<file path="src/rtl/fdiv_issue_ctrl_if.sv">
// Request, pipeline-operand and response signals of the divide issue/retire controller.
// The controller takes the slave modport; the requester/consumer/pipeline side takes master.
interface fdiv_issue_ctrl_if #(
    parameter int TAG_W = 5
);
    logic             req_valid;
    logic             req_ready;
    logic [31:0]      req_a;
    logic [31:0]      req_b;
    logic [TAG_W-1:0] req_tag;
    logic [31:0]      div_a;
    logic [31:0]      div_b;
    logic [31:0]      div_result;
    logic             resp_valid;
    logic             resp_ready;
    logic [31:0]      resp_result;
    logic [TAG_W-1:0] resp_tag;
    logic             busy;

    modport slave (
        input  req_valid, req_a, req_b, req_tag, div_result, resp_ready,
        output req_ready, div_a, div_b, resp_valid, resp_result, resp_tag, busy
    );

    modport master (
        output req_valid, req_a, req_b, req_tag, div_result, resp_ready,
        input  req_ready, div_a, div_b, resp_valid, resp_result, resp_tag, busy
    );
endinterface

</file>
<file path="src/rtl/fdiv_issue_ctrl.sv">
// Issue/retire controller for a fixed-latency, non-stallable divide pipeline.
// Issue is credit-limited so every result that retires always finds room in the response FIFO.
module fdiv_issue_ctrl #(
    parameter int LATENCY    = 7,
    parameter int FIFO_DEPTH = 8,
    parameter int TAG_W      = 5
) (
    input  logic             clk,
    input  logic             rst,
    input  logic             flush,
    fdiv_issue_ctrl_if.slave bus
);
    localparam int INF_W = $clog2(LATENCY + 1);
    localparam int CNT_W = $clog2(FIFO_DEPTH + 1);
    localparam int PTR_W = $clog2(FIFO_DEPTH);
    localparam int SUM_W = $clog2(LATENCY + FIFO_DEPTH + 1);

    typedef struct packed {
        logic [TAG_W-1:0] tag;
        logic [31:0]      result;
    } resp_t;

    logic [LATENCY-1:0] vld_sr_q, vld_sr_d;
    logic [TAG_W-1:0]   tag_sr_q [LATENCY];
    logic [TAG_W-1:0]   tag_sr_d [LATENCY];
    logic [INF_W-1:0]   inflight_q, inflight_d;
    logic [CNT_W-1:0]   fifo_cnt_q, fifo_cnt_d;
    logic [PTR_W-1:0]   wr_ptr_q, wr_ptr_d;
    logic [PTR_W-1:0]   rd_ptr_q, rd_ptr_d;
    resp_t              fifo_mem_q [FIFO_DEPTH];

    logic [SUM_W-1:0]   credit_used;
    logic               accept;
    logic               retire;
    logic               push;
    logic               pop;
    logic               resp_valid;
    resp_t              head;

    // Credits come from registered counts only, so resp_ready never reaches req_ready.
    assign credit_used   = SUM_W'(inflight_q) + SUM_W'(fifo_cnt_q);
    assign bus.req_ready = !rst && !flush && (credit_used < SUM_W'(FIFO_DEPTH));
    assign accept        = bus.req_valid && bus.req_ready;

    assign bus.div_a = bus.req_a;
    assign bus.div_b = bus.req_b;

    assign retire = vld_sr_q[LATENCY-1];
    assign push   = retire && !rst && !flush;

    assign resp_valid      = (fifo_cnt_q != '0);
    assign pop             = resp_valid && bus.resp_ready;
    assign head            = fifo_mem_q[rd_ptr_q];
    assign bus.resp_valid  = resp_valid;
    assign bus.resp_result = resp_valid ? head.result : '0;
    assign bus.resp_tag    = resp_valid ? head.tag : '0;
    assign bus.busy        = (inflight_q != '0) || resp_valid;

    // NOTE: every variable assigned in always_comb gets a default first, so no path can infer a latch.
    always_comb begin
        vld_sr_d    = '0;
        vld_sr_d[0] = accept;
        tag_sr_d[0] = bus.req_tag;
        for (int i = 1; i < LATENCY; i++) begin
            vld_sr_d[i] = vld_sr_q[i-1];
            tag_sr_d[i] = tag_sr_q[i-1];
        end

        inflight_d = inflight_q;
        unique case ({accept, retire})
            2'b10:   inflight_d = inflight_q + INF_W'(1);
            2'b01:   inflight_d = inflight_q - INF_W'(1);
            default: inflight_d = inflight_q;
        endcase

        fifo_cnt_d = fifo_cnt_q;
        unique case ({retire, pop})
            2'b10:   fifo_cnt_d = fifo_cnt_q + CNT_W'(1);
            2'b01:   fifo_cnt_d = fifo_cnt_q - CNT_W'(1);
            default: fifo_cnt_d = fifo_cnt_q;
        endcase

        wr_ptr_d = retire ? wr_ptr_q + PTR_W'(1) : wr_ptr_q;
        rd_ptr_d = pop    ? rd_ptr_q + PTR_W'(1) : rd_ptr_q;

        // A flush voids this cycle's pop and retire along with everything tracked so far.
        if (flush) begin
            vld_sr_d   = '0;
            inflight_d = '0;
            fifo_cnt_d = '0;
            wr_ptr_d   = '0;
            rd_ptr_d   = '0;
        end
    end

    // NOTE: sequential state uses non-blocking assignments so every flop samples pre-edge values.
    always_ff @(posedge clk) begin
        if (rst) begin
            vld_sr_q   <= '0;
            inflight_q <= '0;
            fifo_cnt_q <= '0;
            wr_ptr_q   <= '0;
            rd_ptr_q   <= '0;
        end else begin
            vld_sr_q   <= vld_sr_d;
            inflight_q <= inflight_d;
            fifo_cnt_q <= fifo_cnt_d;
            wr_ptr_q   <= wr_ptr_d;
            rd_ptr_q   <= rd_ptr_d;
        end
    end

    // NOTE: tag and FIFO storage are not reset; valid bits and counts qualify them, and outputs are gated.
    always_ff @(posedge clk) begin
        tag_sr_q <= tag_sr_d;
        if (push) begin
            fifo_mem_q[wr_ptr_q] <= '{tag: tag_sr_q[LATENCY-1], result: bus.div_result};
        end
    end
endmodule

</file>
<file path="src/flat_wrapper.sv">
// flat-port wrapper written by rule: the top's interface ports become plain ports
module fdiv_issue_ctrl_flat 
#(
    parameter int LATENCY    = 7,
    parameter int FIFO_DEPTH = 8,
    parameter int TAG_W      = 5
)
  (clk, rst, flush, bus_req_valid, bus_req_a, bus_req_b, bus_req_tag, bus_div_result, bus_resp_ready, bus_req_ready, bus_div_a, bus_div_b, bus_resp_valid, bus_resp_result, bus_resp_tag, bus_busy);
  fdiv_issue_ctrl_if #(.TAG_W(TAG_W)) bus_i ();
  input  logic clk;
  input  logic rst;
  input  logic flush;
  input wire logic [$bits(bus_i.req_valid)-1:0] bus_req_valid;
  input wire logic [$bits(bus_i.req_a)-1:0] bus_req_a;
  input wire logic [$bits(bus_i.req_b)-1:0] bus_req_b;
  input wire logic [$bits(bus_i.req_tag)-1:0] bus_req_tag;
  input wire logic [$bits(bus_i.div_result)-1:0] bus_div_result;
  input wire logic [$bits(bus_i.resp_ready)-1:0] bus_resp_ready;
  output wire logic [$bits(bus_i.req_ready)-1:0] bus_req_ready;
  output wire logic [$bits(bus_i.div_a)-1:0] bus_div_a;
  output wire logic [$bits(bus_i.div_b)-1:0] bus_div_b;
  output wire logic [$bits(bus_i.resp_valid)-1:0] bus_resp_valid;
  output wire logic [$bits(bus_i.resp_result)-1:0] bus_resp_result;
  output wire logic [$bits(bus_i.resp_tag)-1:0] bus_resp_tag;
  output wire logic [$bits(bus_i.busy)-1:0] bus_busy;
  assign bus_i.req_valid = bus_req_valid;
  assign bus_i.req_a = bus_req_a;
  assign bus_i.req_b = bus_req_b;
  assign bus_i.req_tag = bus_req_tag;
  assign bus_i.div_result = bus_div_result;
  assign bus_i.resp_ready = bus_resp_ready;
  assign bus_req_ready = bus_i.req_ready;
  assign bus_div_a = bus_i.div_a;
  assign bus_div_b = bus_i.div_b;
  assign bus_resp_valid = bus_i.resp_valid;
  assign bus_resp_result = bus_i.resp_result;
  assign bus_resp_tag = bus_i.resp_tag;
  assign bus_busy = bus_i.busy;
  fdiv_issue_ctrl #(.LATENCY(LATENCY), .FIFO_DEPTH(FIFO_DEPTH), .TAG_W(TAG_W)) u_core (.clk(clk), .rst(rst), .flush(flush), .bus(bus_i));
endmodule
</file>
<file path="config.mk">
export PLATFORM = sky130hd
export DESIGN_NAME = fdiv_issue_ctrl_flat
export DESIGN_NICKNAME = d
export VERILOG_FILES = /design/src/rtl/fdiv_issue_ctrl_if.sv /design/src/rtl/fdiv_issue_ctrl.sv /design/src/flat_wrapper.sv
export SDC_FILE = /design/constraint.sdc
export NUM_CORES = 1
export LEC_CHECK = 0
export BUFFER_PORTS_ARGS = -buffer_cell sky130_fd_sc_hd__buf_2
export CAP_MARGIN = 25
export CORE_AREA = 2 2 124 217
export CTS_CLUSTER_SIZE = 30
export DETAILED_ROUTE_END_ITERATION = 10
export DIE_AREA = 0 0 126 219
export GPL_TIMING_DRIVEN = 0
export PLACE_DENSITY = 0.72
export SLEW_MARGIN = 20
export SYNTH_ARGS = -nofsm -noshare
export SYNTH_HDL_FRONTEND = slang
export SYNTH_SLANG_ARGS = --single-unit
</file>
<file path="constraint.sdc">
create_clock -name clk -period 11.8 [get_ports clk]
set_input_delay 2.36 -clock clk [delete_from_list [all_inputs] [get_ports clk]]
set_output_delay 2.36 -clock clk [all_outputs]
set_load 0.03 [all_outputs]
</file>
==> results.yml, run 1 <==
status:
  status: "finished, final reports clean"
detailed_routing:
  drcViolationCount: 0
  wire_per_inst_um: 20.8
  drtPass1Iterations: 4
  wl_met2_um: 13700
  drtIter0Drc: 468
  vias: 6577
  viasPerCell: 5.38
  wl_um: 25400
  top_layer: "met5"
  wl_met3_um: 1460
  postRouteAntennaNets: 0
  wl_met1_um: 9320
clock_network:
  cts.clk_slew.worst_paths_ns: 0.06
  holdBufCountCts: 0
  numCtsBuffers: 30
  cts_root_buf: "clkbuf_16"
  cts_tree: "done"
  post_cts_buffers: 0
  htree_levels: 1
  cts_resized: 0
  clock_latency_ns: 0.55
  cts_num_sinks: 354
  cts_buffer_depth: 3
die:
  die_w_um: 126
  ios: 210
  die_h_um: 219
  rows: 78
  initial_core_util_pct: 52.5
  die-area_mm2: 0.0276
  core-area_mm2: 0.0258
setup_path:
  cp_common_cell: "buf_2"
  crit_required_ns: 9.44
  critPathSlowestCell: "nor2_1"
  setup.worst_path.end_class: "primary output"
  max_stage_delay_ns: 0.32
  start_kind: "primary input"
  worstPathMaxFanout: 8
  cp.arrival_ns: 3.35
  crit_chain: "buf_2, nor2_1, nand2_1, mux2i_1, buf_2"
  worstSetupPathType: "in2out"
placement:
  hpwl_um: 16700
  placedInstanceArea_mm2: 0.0151
  place_ws_ns: 6.06
  gp_congestion: 0.743
  post-place-cells: 1168
  portBuffers: 145
synth:
  ys_seq_elements: 354
  synth_cell_types: 32
  yosysSeqAreaShare_pct: 74.3
  synth_edf_count: 296
  synth-main-ff-cell: "edfxtp_1"
  synthesis.nets: 798
  netlist_instances: 682
  synth-warning-count: 0
  synthArstFlopShare_pct: 0
  synth_area_mm2: 0.0135
  syn_avg_cell_area_um2: 19.8
grt:
  grt_max_degree: 21
  grt_overflow: 0
  grt_pass1_vias: 6923
  antenna_found_initial: 3
  grt_usage_pct: 18.4
  grt_pass1_wl_um: 38300
layout:
  fin_area_mm2: 0.0160
  layout_commonest_cell: "edfxtp_1"
  nets: 996
  drive_above_1_share_pct: 42.0
  mostFrequentLayoutCells: "edfxtp_1 (296), buf_2 (160), mux4_2 (73)"
  syn2layout_area_growth_pct: 18.1
  fillers: 1846
  post-route-util_pct: 62.0
  fin_cells: 1223
pwr:
  power_frac_seq_pct: 58.1
  internal_power_mw: 1.89
  clkPwrFrac_pct: 38.9
  leakagePower_nw: 5.57
  p_total_mw: 2.34
  switching_power_mw: 0.453
  power.density_mw_per_mm2: 147
  irDropWorstVdd_mv: 0.117
  combPwrFrac_pct: 3.0
  swShare_pct: 19.4
timing:
  final.min_clock_period_ns: 5.71
  fin_setup_tns_ns: 0
  slew_viol_final: 0
  holdWs_ns: 0.323
  maxSlewHeadroom_pct: 46.5
  tightest_slew_ns: 0.803
  skew_ns: 0.0109
  rsz0062_at_grt: "false"
  fin_ws_ns: 6.09
  period_share_pct: 48.4
  hold_viol: 0
  finalSetupViolations: 0
  fmaxAchievable_mhz: 175
hold_path:
  hp-class: "reg2reg"
flow_run:
  maxCapViolations: 0
==> path summary, 6_finish.rpt <==
check                               startpoint                                end  slack, ns  cells past startpoint
min                 u_core.tag_sr_d[6]$_DFF_P_         u_core.tag_sr_d[1]$_DFF_P_       0.32                      0
max reg2reg  u_core.fifo_cnt_q[1]$_SDFFE_PP0P_  u_core.inflight_q[2]$_SDFFE_PP0P_       9.10                     11
max                                      flush                      bus_req_ready       6.09                      5
min reg2reg         u_core.tag_sr_d[6]$_DFF_P_         u_core.tag_sr_d[1]$_DFF_P_       0.32                      0
==> sequential cells by signal (all words and copies together), names as in the netlist, named ones only <==
| name | flops |
|---|---|
| u_core.fifo_cnt_q | 4 |
| u_core.fifo_mem_q | 296 |
| u_core.inflight_q | 3 |
| u_core.rd_ptr_q | 3 |
| u_core.tag_sr_d | 30 |
| u_core.tag_sr_q | 5 |
| u_core.vld_sr_q | 7 |
| u_core.wr_ptr_q | 3 |
==> layout make-up <==
type	instances	area (um^2)	share of cell area [%]
sequential	354	10000	62.9
multi-input combinational	228	2800	17.5
timing repair buffer	166	1090	6.81
clock buffer	41	813	5.09
buffer	92	702	4.39
tap	320	400	2.51
clock inverter	12	91.3	0.572
inverter	8	30.0	0.188
antenna	2	5.00	0.0313
==> power groups by stage <==
stage               Sequential [mW]  Combinational [mW]  Clock (mW)
floorplan                      1.39              0.0432           0
global placement               1.39              0.0686           0
detailed placement             1.39              0.0704           0
CTS                            1.36              0.0705       0.929
global route                   1.36              0.0746       0.976
finish                         1.36              0.0701       0.910
==> synthesized netlist by cell type, types with 2 or more instances <==
cell type  instances  area [um^2]
and2_1             8         50.1
dfxtp_1           58         1160
nor2_1            61          229
inv_1              7         26.3
nand2_1            4         15.0
a21oi_1            6         30.0
buf_2             15         75.1
xor2_1             6         52.6
mux2i_1           42          420
nand3_1            2         10.0
fa_1               2         40.0
ha_1               8          100
buf_8              3         45.0
or3_1              3         18.8
nand2b_1           2         12.5
buf_12             3         60.1
nor3_1             2         10.0
clkbuf_1           5         18.8
buf_6              2         22.5
edfxtp_1         296         8890
mux4_2            73         1640
buf_4             64          480
==> critical path: cells and delay by family <==
family / cells / cell delay [ns]
simple gates: 2 / 0.44
buf+inv: 2 / 0.35
mux: 1 / 0.20
==> cells by family (layout without fill, tap and decap cells) <==
logic type / after synthesis / in the layout / share of synthesized area [%]
DFF: 354 / 354 / 74.3
AOI/OAI and AO/OA: 9 / 9 / 0.379
and+or+nand+nor: 85 / 85 / 2.81
muxes: 116 / 116 / 15.5
other: 0 / 2 / 0
adders and majority gates: 10 / 10 / 1.04
xor gates and xnor gates: 8 / 8 / 0.574
buffers and inverters: 100 / 319 / 5.41
==> routing by layer <==
metal / vias to the layer above / GRT usage, %
met5: - / 0
met4: 2 / 7.55
met3: 56 / 3.00
met2: 224 / 33.6
met1: 3322 / 21.4
li1: 2973 / -
Note: power is estimated with default switching activity, not from simulation.
==> run 2, diff against run 1 <==
--- a/config.mk
+++ b/config.mk
@@ -7,12 +7,12 @@
 export LEC_CHECK = 0
 export BUFFER_PORTS_ARGS = -buffer_cell sky130_fd_sc_hd__buf_2
 export CAP_MARGIN = 25
-export CORE_AREA = 2 2 124 217
+export CORE_AREA = 2 2 127 221
 export CTS_CLUSTER_SIZE = 30
 export DETAILED_ROUTE_END_ITERATION = 10
-export DIE_AREA = 0 0 126 219
+export DIE_AREA = 0 0 129 223
 export GPL_TIMING_DRIVEN = 0
-export PLACE_DENSITY = 0.72
+export PLACE_DENSITY = 0.73
 export SLEW_MARGIN = 20
 export SYNTH_ARGS = -nofsm -noshare
 export SYNTH_HDL_FRONTEND = slang
==> constraint.sdc (replaced) <==
create_clock -name clk -period 4.7 [get_ports clk]
set_input_delay 0.94 -clock clk [delete_from_list [all_inputs] [get_ports clk]]
set_output_delay 0.94 -clock clk [all_outputs]
set_load 0.03 [all_outputs]
==> run 2 against run 1 <==
  * Combinational power rose to 2.5 times the previous value
  * Utilization down 2.9 points
  * Global-route usage down 0.52 points
  * Via count up 0.11%
  * Critical endpoint is now bus_resp_result[8]
  * Highest routed layer unchanged
  * Cell count up 3.8%
==> results.yml, run 2 (synthesis results as in run 1) <==
clock_network:
  cts_num_sinks: 354
  numCtsBuffers: 28
  post_cts_buffers: 0
  cts_root_buf: "clkbuf_16"
  cts_resized: 0
  htree_levels: 1
  clock_latency_ns: 0.57
  holdBufCountCts: 0
  cts_tree: "done"
  cts.clk_slew.worst_paths_ns: 0.07
  cts_buffer_depth: 3
status:
  status: "finished, final reports clean"
layout:
  nets: 994
  drive_above_1_share_pct: 41.9
  layout_commonest_cell: "edfxtp_1"
  mostFrequentLayoutCells: "edfxtp_1 (296), buf_2 (160), mux4_2 (73)"
  largest_reg_flops: 296
  fillers: 1994
  post-route-util_pct: 59.1
  syn2layout_area_growth_pct: 18.6
  n_antenna_cell: 0
  fin_area_mm2: 0.0160
  regMostFlops: "u_core.fifo_mem_q"
setup_path:
  worstSetupPathType: "reg2out"
  r2r_setup_slack_ns: 2.00
  critical_path_depth: 5
  crit_required_ns: 3.76
  cpLargestDelayFamily: "buffers and inverters"
  max_stage_delay_ns: 0.65
  start_kind: "flip-flop"
  cp_common_cell: "buf_2"
  critPathSlowestCell: "clkbuf_1"
  worst-path-buf-inv: 3
  crit_chain: "nor4_4, clkbuf_1, buf_2, nor2_1, buf_2"
  worstPathMaxFanout: 10
  cp.arrival_ns: 2.66
  r2r_cells: 11
  setup.worst_path.end_class: "primary output"
detailed_routing:
  viasPerCell: 5.19
  wl_um: 25400
  drtIter0Drc: 584
  drcViolationCount: 0
  vias: 6584
  wire_per_inst_um: 20.0
  drtPass1Iterations: 4
  postRouteAntennaNets: 0
timing:
  fmaxAchievable_mhz: 278
  rsz0062_at_grt: "false"
  period_share_pct: 76.6
  tightest_slew_ns: 0.806
  hold_viol: 0
  holdWs_ns: 0.326
  slew_viol_final: 0
  fin_ws_ns: 1.10
  finalSetupViolations: 0
  skew_ns: 0.0268
  maxSlewHeadroom_pct: 46.3
  final.min_clock_period_ns: 3.60
grt:
  grt_usage_pct: 17.8
  grt_pass1_wl_um: 38200
  grt_overflow: 0
  grt_pass1_vias: 6707
  antenna_found_initial: 1
  grt_max_degree: 22
hold_path:
  hp-class: "reg2reg"
  hold_path_depth: 0
pwr:
  leakagePower_nw: 5.57
  power.density_mw_per_mm2: 365
  irDropWorstVdd_mv: 0.343
  p_total_mw: 5.86
die:
  rows: 80
  core-area_mm2: 0.0271
  ios: 210
  initial_core_util_pct: 49.8
  die_h_um: 223
  die_w_um: 129
  die-area_mm2: 0.0288
placement:
  placedInstanceArea_mm2: 0.0151
  portBuffers: 145
  hpwl_um: 17000
  gp_congestion: 0.724
  place_ws_ns: 1.26
flow_run:
  maxCapViolations: 0
[run 2: worst register-to-register path: stages (launching register included)]
cell and delay, ns:
dfxtp_1 0.46, ha_1 0.28, a31o_2 0.24, a21oi_1 0.18
mux2i_1 0.12, nand2_1 0.09, ha_1 0.19, inv_1 0.07
fa_1 0.43, xor2_1 0.16, or3_1 0.30, a21oi_1 0.14
[run 2: layout make-up]
cell class | instances | area (um^2) | area share [%]
buffer | 92 | 702 | 4.38
clock buffer | 42 | 795 | 4.96
timing repair buffer | 166 | 1110 | 6.93
multi-input combinational | 228 | 2800 | 17.4
sequential | 354 | 10000 | 62.7
clock inverter | 10 | 88.8 | 0.554
inverter | 8 | 30.0 | 0.187
tap | 369 | 462 | 2.88
[run 2: through the flow]
stage	std cells	setup TNS [ns]
finish	1269	0
CTS	1269	0
global route	1269	0
floorplan	682	0
global placement	1196	-336.01
detailed placement	1217	0
[run 2: final timing paths]
path                                            end                         startpoint
setup / recovery                 bus_resp_result[8]  u_core.fifo_cnt_q[0]$_SDFFE_PP0P_
hold / removal          u_core.tag_sr_d[15]$_DFF_P_        u_core.tag_sr_d[20]$_DFF_P_
hold reg to reg         u_core.tag_sr_d[15]$_DFF_P_        u_core.tag_sr_d[20]$_DFF_P_
setup reg to reg  u_core.inflight_q[2]$_SDFFE_PP0P_  u_core.fifo_cnt_q[1]$_SDFFE_PP0P_
[run 2: routing by layer]
layer,vias to the layer above,wire length (um),GRT usage (%)
met5,-,13,0
met4,2,653,6.38
met3,39,1280,2.69
met2,224,13900,32.4
met1,3343,9520,21.4
li1,2976,-,-
[run 2: power breakdown]
group          internal (mW)  leakage, nW  switching (mW)
combinational         0.0670         2.00           0.109
clock                   1.23        0.433            1.04
sequential              3.41         3.14         0.00732
total                   4.71         5.57            1.15
